$ cat src/rtl/mux_rr_nto1.sv
// mux_rr_nto1: N-to-1 stream multiplexer with a registered output stage.
// One producer channel is granted per cycle, either by an external select
// (mode=0) or by round-robin arbitration over the valid channels (mode=1).
//
// Handshake semantics, used on every channel and on the output:
//   A word moves across an interface at a rising clk edge when valid and ready
//   are both high in the cycle before that edge. A word that is not accepted
//   stays in the producer, and no word is taken without the matching ready.
//   in_ready is combinational and is raised only for the granted channel. It
//   depends on in_valid only through the grant decision.
//   The output register gives out_valid, out_data and out_ch. These stay stable
//   while out_valid && !out_ready.
module mux_rr_nto1 #(
    parameter int NUM_CH = 4,
    parameter int WIDTH  = 8,
    localparam int SEL_W = $clog2(NUM_CH)
) (
    input  logic                    clk,
    input  logic                    rst_n,
    input  logic                    mode,
    input  logic [SEL_W-1:0]        sel,
    input  logic [NUM_CH*WIDTH-1:0] in_data,
    input  logic [NUM_CH-1:0]       in_valid,
    output logic [NUM_CH-1:0]       in_ready,
    output logic [WIDTH-1:0]        out_data,
    output logic [SEL_W-1:0]        out_ch,
    output logic                    out_valid,
    input  logic                    out_ready
);

    // The pointer resets to the last channel, so the first round-robin search
    // starts at channel 0.
    localparam logic [SEL_W-1:0] LAST_CH = SEL_W'(NUM_CH - 1);

    // Output register and arbitration state
    logic             out_valid_q, out_valid_d;
    logic [WIDTH-1:0] out_data_q,  out_data_d;
    logic [SEL_W-1:0] out_ch_q,    out_ch_d;
    logic [SEL_W-1:0] rr_ptr_q,    rr_ptr_d;

    // Grant decision
    logic             load_en;
    logic             fx_found;
    logic             rr_hi_found, rr_lo_found;
    logic [SEL_W-1:0] rr_hi_idx,   rr_lo_idx;
    logic             gnt_valid;
    logic [SEL_W-1:0] gnt_idx;
    logic [WIDTH-1:0] gnt_data;
    logic             xfer;

    // The register may take a new word when it is empty or is being drained this cycle
    always_comb begin
        load_en = !out_valid_q || out_ready;
    end

    // Fixed mode: sel picks the channel. An index with no channel never matches
    always_comb begin
        fx_found = 1'b0;
        for (int i = 0; i < NUM_CH; i++) begin
            if (sel == SEL_W'(i)) begin
                fx_found = in_valid[i];
            end
        end
    end

    // Round-robin search: take the lowest valid channel above the pointer,
    // or else wrap to the lowest valid channel overall
    always_comb begin
        rr_hi_found = 1'b0;
        rr_hi_idx   = '0;
        rr_lo_found = 1'b0;
        rr_lo_idx   = '0;
        for (int i = NUM_CH - 1; i >= 0; i--) begin
            if (in_valid[i]) begin
                rr_lo_found = 1'b1;
                rr_lo_idx   = SEL_W'(i);
                if (SEL_W'(i) > rr_ptr_q) begin
                    rr_hi_found = 1'b1;
                    rr_hi_idx   = SEL_W'(i);
                end
            end
        end
    end

    // Pick the grant for the active mode (at most one channel)
    always_comb begin
        gnt_valid = 1'b0;
        gnt_idx   = '0;
        if (!mode) begin
            gnt_valid = fx_found;
            gnt_idx   = sel;
        end else if (rr_hi_found) begin
            gnt_valid = 1'b1;
            gnt_idx   = rr_hi_idx;
        end else if (rr_lo_found) begin
            gnt_valid = 1'b1;
            gnt_idx   = rr_lo_idx;
        end
    end

    // Drive ready to the granted channel and select its data
    always_comb begin
        in_ready = '0;
        gnt_data = '0;
        for (int i = 0; i < NUM_CH; i++) begin
            if (gnt_idx == SEL_W'(i)) begin
                in_ready[i] = load_en && gnt_valid;
                gnt_data    = in_data[i*WIDTH +: WIDTH];
            end
        end
    end

    // Next state: load the granted word, mark the register empty, or hold under backpressure
    always_comb begin
        xfer        = load_en && gnt_valid;
        out_valid_d = out_valid_q;
        out_data_d  = out_data_q;
        out_ch_d    = out_ch_q;
        rr_ptr_d    = rr_ptr_q;
        if (xfer) begin
            out_valid_d = 1'b1;
            out_data_d  = gnt_data;
            out_ch_d    = gnt_idx;
            rr_ptr_d    = gnt_idx;
        end else if (load_en) begin
            out_valid_d = 1'b0;
        end
    end

    // Output register and pointer, asynchronously cleared
    always_ff @(posedge clk or negedge rst_n) begin
        if (!rst_n) begin
            out_valid_q <= 1'b0;
            out_data_q  <= '0;
            out_ch_q    <= '0;
            rr_ptr_q    <= LAST_CH;
        end else begin
            out_valid_q <= out_valid_d;
            out_data_q  <= out_data_d;
            out_ch_q    <= out_ch_d;
            rr_ptr_q    <= rr_ptr_d;
        end
    end

    assign out_valid = out_valid_q;
    assign out_data  = out_data_q;
    assign out_ch    = out_ch_q;

endmodule
$ cat config.mk
export PLATFORM = sky130hd
export DESIGN_NAME = mux_rr_nto1
export DESIGN_NICKNAME = d
export VERILOG_FILES = /design/src/rtl/mux_rr_nto1.sv
export SDC_FILE = /design/constraint.sdc
export NUM_CORES = 1
export LEC_CHECK = 0
export CELL_PAD_IN_SITES_DETAIL_PLACEMENT = 1
export CELL_PAD_IN_SITES_GLOBAL_PLACEMENT = 1
export CORE_MARGIN = 5
export CORE_UTILIZATION = 43
export CTS_BUF_LIST = sky130_fd_sc_hd__clkbuf_16
export CTS_CLUSTER_DIAMETER = 40
export CTS_CLUSTER_SIZE = 10
export DETAILED_ROUTE_END_ITERATION = 6
export DONT_BUFFER_PORTS = 1
export PLACE_DENSITY_LB_ADDON = 0.1
export SLEW_MARGIN = 15
export SYNTH_ARGS = -nofsm -noshare
export SYNTH_HDL_FRONTEND = slang
export SYNTH_SLANG_ARGS = --single-unit
$ cat constraint.sdc
create_clock -name clk -period 2.5 [get_ports clk]
set_input_delay 0.25 -clock clk [delete_from_list [all_inputs] [get_ports clk]]
set_output_delay 0.25 -clock clk [all_outputs]
set_load 0.01 [all_outputs]
* Yosys cells after proc, flatten, opt, wreduce, memory -nomap -nowiden
Cells that the tools add are included.
** Storage, ports and cells
- Output and inout bits :: 15
- Flip-flop bits (word level) :: 13
- Input port bits :: 42
- Logic and storage cells :: 64
** Cells by class
- Order comparisons :: 4
- Multiplexer cells :: 44
- Reduce and logical (&&, ||, !) cells :: 6
- Eq/ne operators :: 6
** Operator list (count)
- 8-bit two-way mux :: 4
- 2-bit two-way mux :: 15
- 1-bit two-way mux :: 25
- 2-bit equality test, second input constant :: 4
- 2-bit by 1-bit equality test with 1-bit output, second input constant :: 2
- 1-bit by 2-bit > comparator with 1-bit output, first input constant :: 2
- 2-bit > comparator, first input constant :: 2
- 2-bit logical NOT :: 2
- 2-bit nonzero test :: 1
- 1-bit logical AND :: 1
- 1-bit logical NOT :: 1
- 1-bit logical OR :: 1

* Depth between registers and ports, before layout
- Depth in word-level cells :: 16
- Mapped depth :: 8
- Mapped depth without buffers :: 6

* Worst setup path before layout
OpenSTA, ideal clock, no wires.
- Path kind :: reg2out
- Start point :: register rr_ptr_q[1]
- End point :: output in_ready[0]
- Arrival :: 1.639 ns
- Required time :: 2.250 ns
- Setup slack :: 0.611 ns
- Cell stages (with the launch flop) :: 7
- Cell sequence :: dfstp_2 > inv_1 > o32ai_4 > a2bb2oi_2 > buf_6 > nand2_1 > a21oi_1
** Between the ends
- Longest elaborated chain between the ends :: 13
- Elaborated cells between the ends (all ways) :: 27
** Ends and longest elaborated chain
- from (decl) :: line 39 : logic [SEL_W-1:0] rr_ptr_q, rr_ptr_d;
- from (signal assigned) :: line 141 : rr_ptr_q <= rr_ptr_d;
- 2-bit > comparator :: line 77 : if (SEL_W'(i) > rr_ptr_q) begin
- 2-bit two-way mux / 1-bit two-way mux (equally long branches) :: line 77
- 2-bit two-way mux / 1-bit two-way mux (equally long branches) :: line 74 : if (in_valid[i]) begin
- 2-bit two-way mux / 1-bit two-way mux (equally long branches) :: line 77
- 2-bit two-way mux / 1-bit two-way mux (equally long branches) :: line 74
- 2-bit two-way mux / 1-bit two-way mux (equally long branches) :: line 77
- 2-bit two-way mux / 1-bit two-way mux (equally long branches) :: line 74
- 2-bit two-way mux / 1-bit two-way mux (equally long branches) :: line 77
- 2-bit two-way mux / 1-bit two-way mux (equally long branches) :: line 74
- 2-bit two-way mux / 1-bit two-way mux (equally long branches) :: line 92 : end else if (rr_hi_found) begin
- 2-bit two-way mux / 1-bit two-way mux (equally long branches) :: line 89 : if (!mode) begin
- 2-bit logical NOT / 1-bit logical AND (equally long branches) :: line 106, 107
- 1-bit two-way mux (*) :: line 106 : if (gnt_idx == SEL_W'(i)) begin
- to (decl) :: line 24 : output logic [NUM_CH-1:0] in_ready,
Every way passes the cells marked *; elsewhere a longest branch is shown, timed or not.

* Final worst setup path
- Start point :: register rr_ptr_q[1]
- End point :: output in_ready[3]
** Between the ends
- Longest elaborated chain between the ends :: 13
- Elaborated cells between the ends (all ways) :: 27
** Ends and longest elaborated chain (line)
- 2-bit > comparator :: 77
- 2-bit two-way mux / 1-bit two-way mux (equally long branches) :: 77
- 2-bit two-way mux / 1-bit two-way mux (equally long branches) :: 74
- 2-bit two-way mux / 1-bit two-way mux (equally long branches) :: 77
- 2-bit two-way mux / 1-bit two-way mux (equally long branches) :: 74
- 2-bit two-way mux / 1-bit two-way mux (equally long branches) :: 77
- 2-bit two-way mux / 1-bit two-way mux (equally long branches) :: 74
- 2-bit two-way mux / 1-bit two-way mux (equally long branches) :: 77
- 2-bit two-way mux / 1-bit two-way mux (equally long branches) :: 74
- 2-bit two-way mux / 1-bit two-way mux (equally long branches) :: 92
- 2-bit two-way mux / 1-bit two-way mux (equally long branches) :: 89
- 2-bit equality test / 1-bit logical AND (equally long branches) :: 106, 107
- 1-bit two-way mux (*) :: 106
Marks and branches as above.

==> summary.txt <==
Setup path
  • Worst EP arrival: 2070 ps
  • Max FO, Critical Path: 18
  • Startpoint Class: flip-flop
  • Worst-path cell chain: inv_1 -> a221oi_2 -> a21o_2 -> nand4_2 -> inv_1
  • Setup Crit Path Kind: flip-flop to primary output
  • Reg-to-reg slack, setup: 370 ps
  • Max incr delay on CP: 530 ps
  • Reg2reg start: rr_ptr_q[1]
  • CP endpoint kind: primary output
  • Worst EP required: 2250 ps
  • Crit path from: rr_ptr_q[1]
  • Worst path slowest cell: dfstp_2
  • Crit path top cell by count: inv_1

Timing
  • # setup viols final: 0
  • Final Skew: 1.74 ps
  • Final period util: 92.7%
  • Least-Margin Pin Slew: 568 ps
  • Hold_ws: 173 ps
  • Final Hold Viols: 0
  • Fin. max-slew vios: 0
  • Achievable Freq: 0.431 GHz
  • Rel. slew slack: 62.0%
  • RSZ-0062 raised after global routing: no
  • Final worst slack: 182 ps
  • Fin Setup TNS: 0 ps
  • Final min period: 2320 ps

Synthesis
  • Synth Instances: 119
  • Synth area leader: dfrtp_1
  • Cell Area, Synth: 1040 um^2
  • Sequential fraction of the synthesis area: 31.6%
  • Synthesis-stage register bit count: 13
  • Synth top area share: 26.5%
  • Synth unique cells: 34
  • Syn Nets: 161
  • Top FF cell, synth: dfrtp_1
  • Post-synthesis async set-or-reset flop share: 100%
  • YS warnings: 0
  • EDFF count, synth: 0
  • Main area contributors after synthesis: dfrtp_1 27%, a21oi_1 6.8%, a311o_1 6.8%
  • Post-synthesis area per instance: 8.72 um^2

Power and ir drop
  • Leak: 0.470 nW
  • Power density over the cells: 780 nW/um^2
  • Peak VDD IR: 0.557 mV

Clock network
  • Clock tree root buffer cell: clkbuf_16
  • Clk sinks: 13
  • Later-pin clock latency in the skew report: 240 ps
  • H-Tree Depth: 1
  • CTS Buf Count: 3
  • Clk pin slew, worst setup/hold paths: 40 ps
  • Longest Clk Path Bufs: 2
  • CTS tree: done

Cells and area
  • Antenna diode instance count: 0
  • Layout Cells excl Fill: 147
  • Final net count: 162
  • Layout cells sized above 1: 13.4%
  • Area grow syn2layout: 5.55%
  • Fillers: 283
  • Final Util: 48.6%

Routing
  • Antenna-violating nets left: 0
  • DR vias/cell: 6.34
  • DR WL/cell: 21.1 um
  • WL final: 3100 um
  • DR pass1 iterations: 4
  • # DRC: 0
  • Vias: 932
  • Initial DRC Count: 38

Placement
  • Routability cong.: 0.728
  • IO Port Bufs: 0
  • Placed Cells: 142
  • HPWL Detailed: 2440 um
  • Dpl ws: 222 ps

Global route
  • Vias in the first global route: 998
  • Pin count of the biggest net entering global routing: 20
  • Global Route Usage Sum: 19.2%
  • Grt ovf: 0
  • Initial antenna violation count: 0
  • First-pass GRT wire length: 5030 um

Hold path
  • Worst Hold Launch: in_data[31]
  • Worst min path class: primary input to flip-flop

Floorplanning
  • Rows: 17
  • Ports: 57
  • DIE AREA: 3490 um^2
  • Die height: 59.1 um
  • Initial core utilization: 46.0%
  • Core area: 2250 um^2
  • Die width: 59.1 um

Status
  • Status: finished, final reports clean

Run
  • Max-cap violations: 0
[sequential cells by signal, indices dropped and copies added (netlist names)]
signal     flops
out_data       8
rr_ptr_q       2
out_ch         2
out_valid      1
[routing by layer]
| metal | global-route usage [%] | part of all wire [%] | up-vias |
|---|---|---|---|
| li1 | - | - | 449 |
| met5 | 0 | 0 | - |
| met1 | 24.9 | 42 | 440 |
| met2 | 28.7 | 48 | 36 |
| met4 | 7.77 | 2.0 | 0 |
| met3 | 7.19 | 8.3 | 7 |
[cell usage after synthesis, types with 2 or more instances]
cell type,count
nor2_1,13
o22ai_1,2
inv_1,6
a211oi_1,7
dfstp_2,2
o21ai_0,6
dfrtp_1,11
nand2_1,15
nor2b_1,2
buf_6,3
a21o_1,4
a311o_1,7
nand3_1,7
a21oi_1,14
[per-stage QoR]
step / cell area, um^2 / total power [W]
floorplan: 1040 / 0.000524
global placement: 1000 / 0.000547
detailed placement: 1000 / 0.000558
CTS: 1090 / 0.000865
global route: 1090 / 0.000918
finish: 1090 / 0.000854
[power breakdown]
group,internal (W),switching [W]
registers,0.000268,0.0000634
logic,0.0000943,0.000136
clock network,0.000210,0.0000823
[cell type report]
| class | count | area (um^2) | area share (%) |
|---|---|---|---|
| Clock buffer | 3 | 75.1 | 6.86 |
| Clock inverter | 1 | 3.75 | 0.343 |
| Inverter | 6 | 22.5 | 2.06 |
| Multi-Input combinational cell | 94 | 613 | 56.0 |
| Sequential cell | 13 | 328 | 29.9 |
| Tap cell | 28 | 35.0 | 3.20 |
| Timing Repair Buffer | 2 | 17.5 | 1.60 |
[kinds of logic (layout without fill, tap and decap cells)]
logic type             count (synthesis)  count (layout)  synth area share (%)
muxes                                  2               2                  3.50
and+or+nand+nor                       41              41                  17.7
buffers and inverters                 12              12                  9.41
AOI/OAI and AO/OA                     51              51                  37.8
DFF                                   13              13                  31.6
[worst max-delay path: cells and delay by family (launching register included)]
family                 cells  cell delay [ps]
AOI/OAI and AO/OA          2              740
and+or+nand+nor            1              280
buffers and inverters      2              280
DFF                        1              530
[repair_timing]
action / in CTS / in global routing
hold endpoints to repair: 13 / 0
setup endpoints to repair: 1 / 0
hold buffers: 1 / 0
gates resized for setup: 1 / 0
setup buffers: 0 / 0
[final timing paths]
path                               endpoint  depth (start not counted)
max in group asynchronous       rr_ptr_q[1]                          1
worst min-delay path            out_data[7]                          2
worst max register to register  out_data[6]                          7
min in group asynchronous       out_data[6]                          1
worst max-delay path            in_ready[3]                          5
worst min register to register  rr_ptr_q[0]                          1
[cell usage in the layout, fill, tap and decap left out, types with 2 or more instances in the layout]
master | netlist | routed
dfstp_2 | 2 | 2
nand2_1 | 15 | 15
o21ai_0 | 6 | 6
nor2_1 | 13 | 13
nor2b_1 | 2 | 2
a21oi_1 | 14 | 14
a211oi_1 | 7 | 7
clkbuf_16 | 0 | 3
a311o_1 | 7 | 7
o22ai_1 | 2 | 2
a21o_1 | 4 | 3
nand3_1 | 7 | 7
a21o_2 | 1 | 2
dfrtp_1 | 11 | 11
inv_1 | 6 | 7
(Power assumes the default switching activity.)
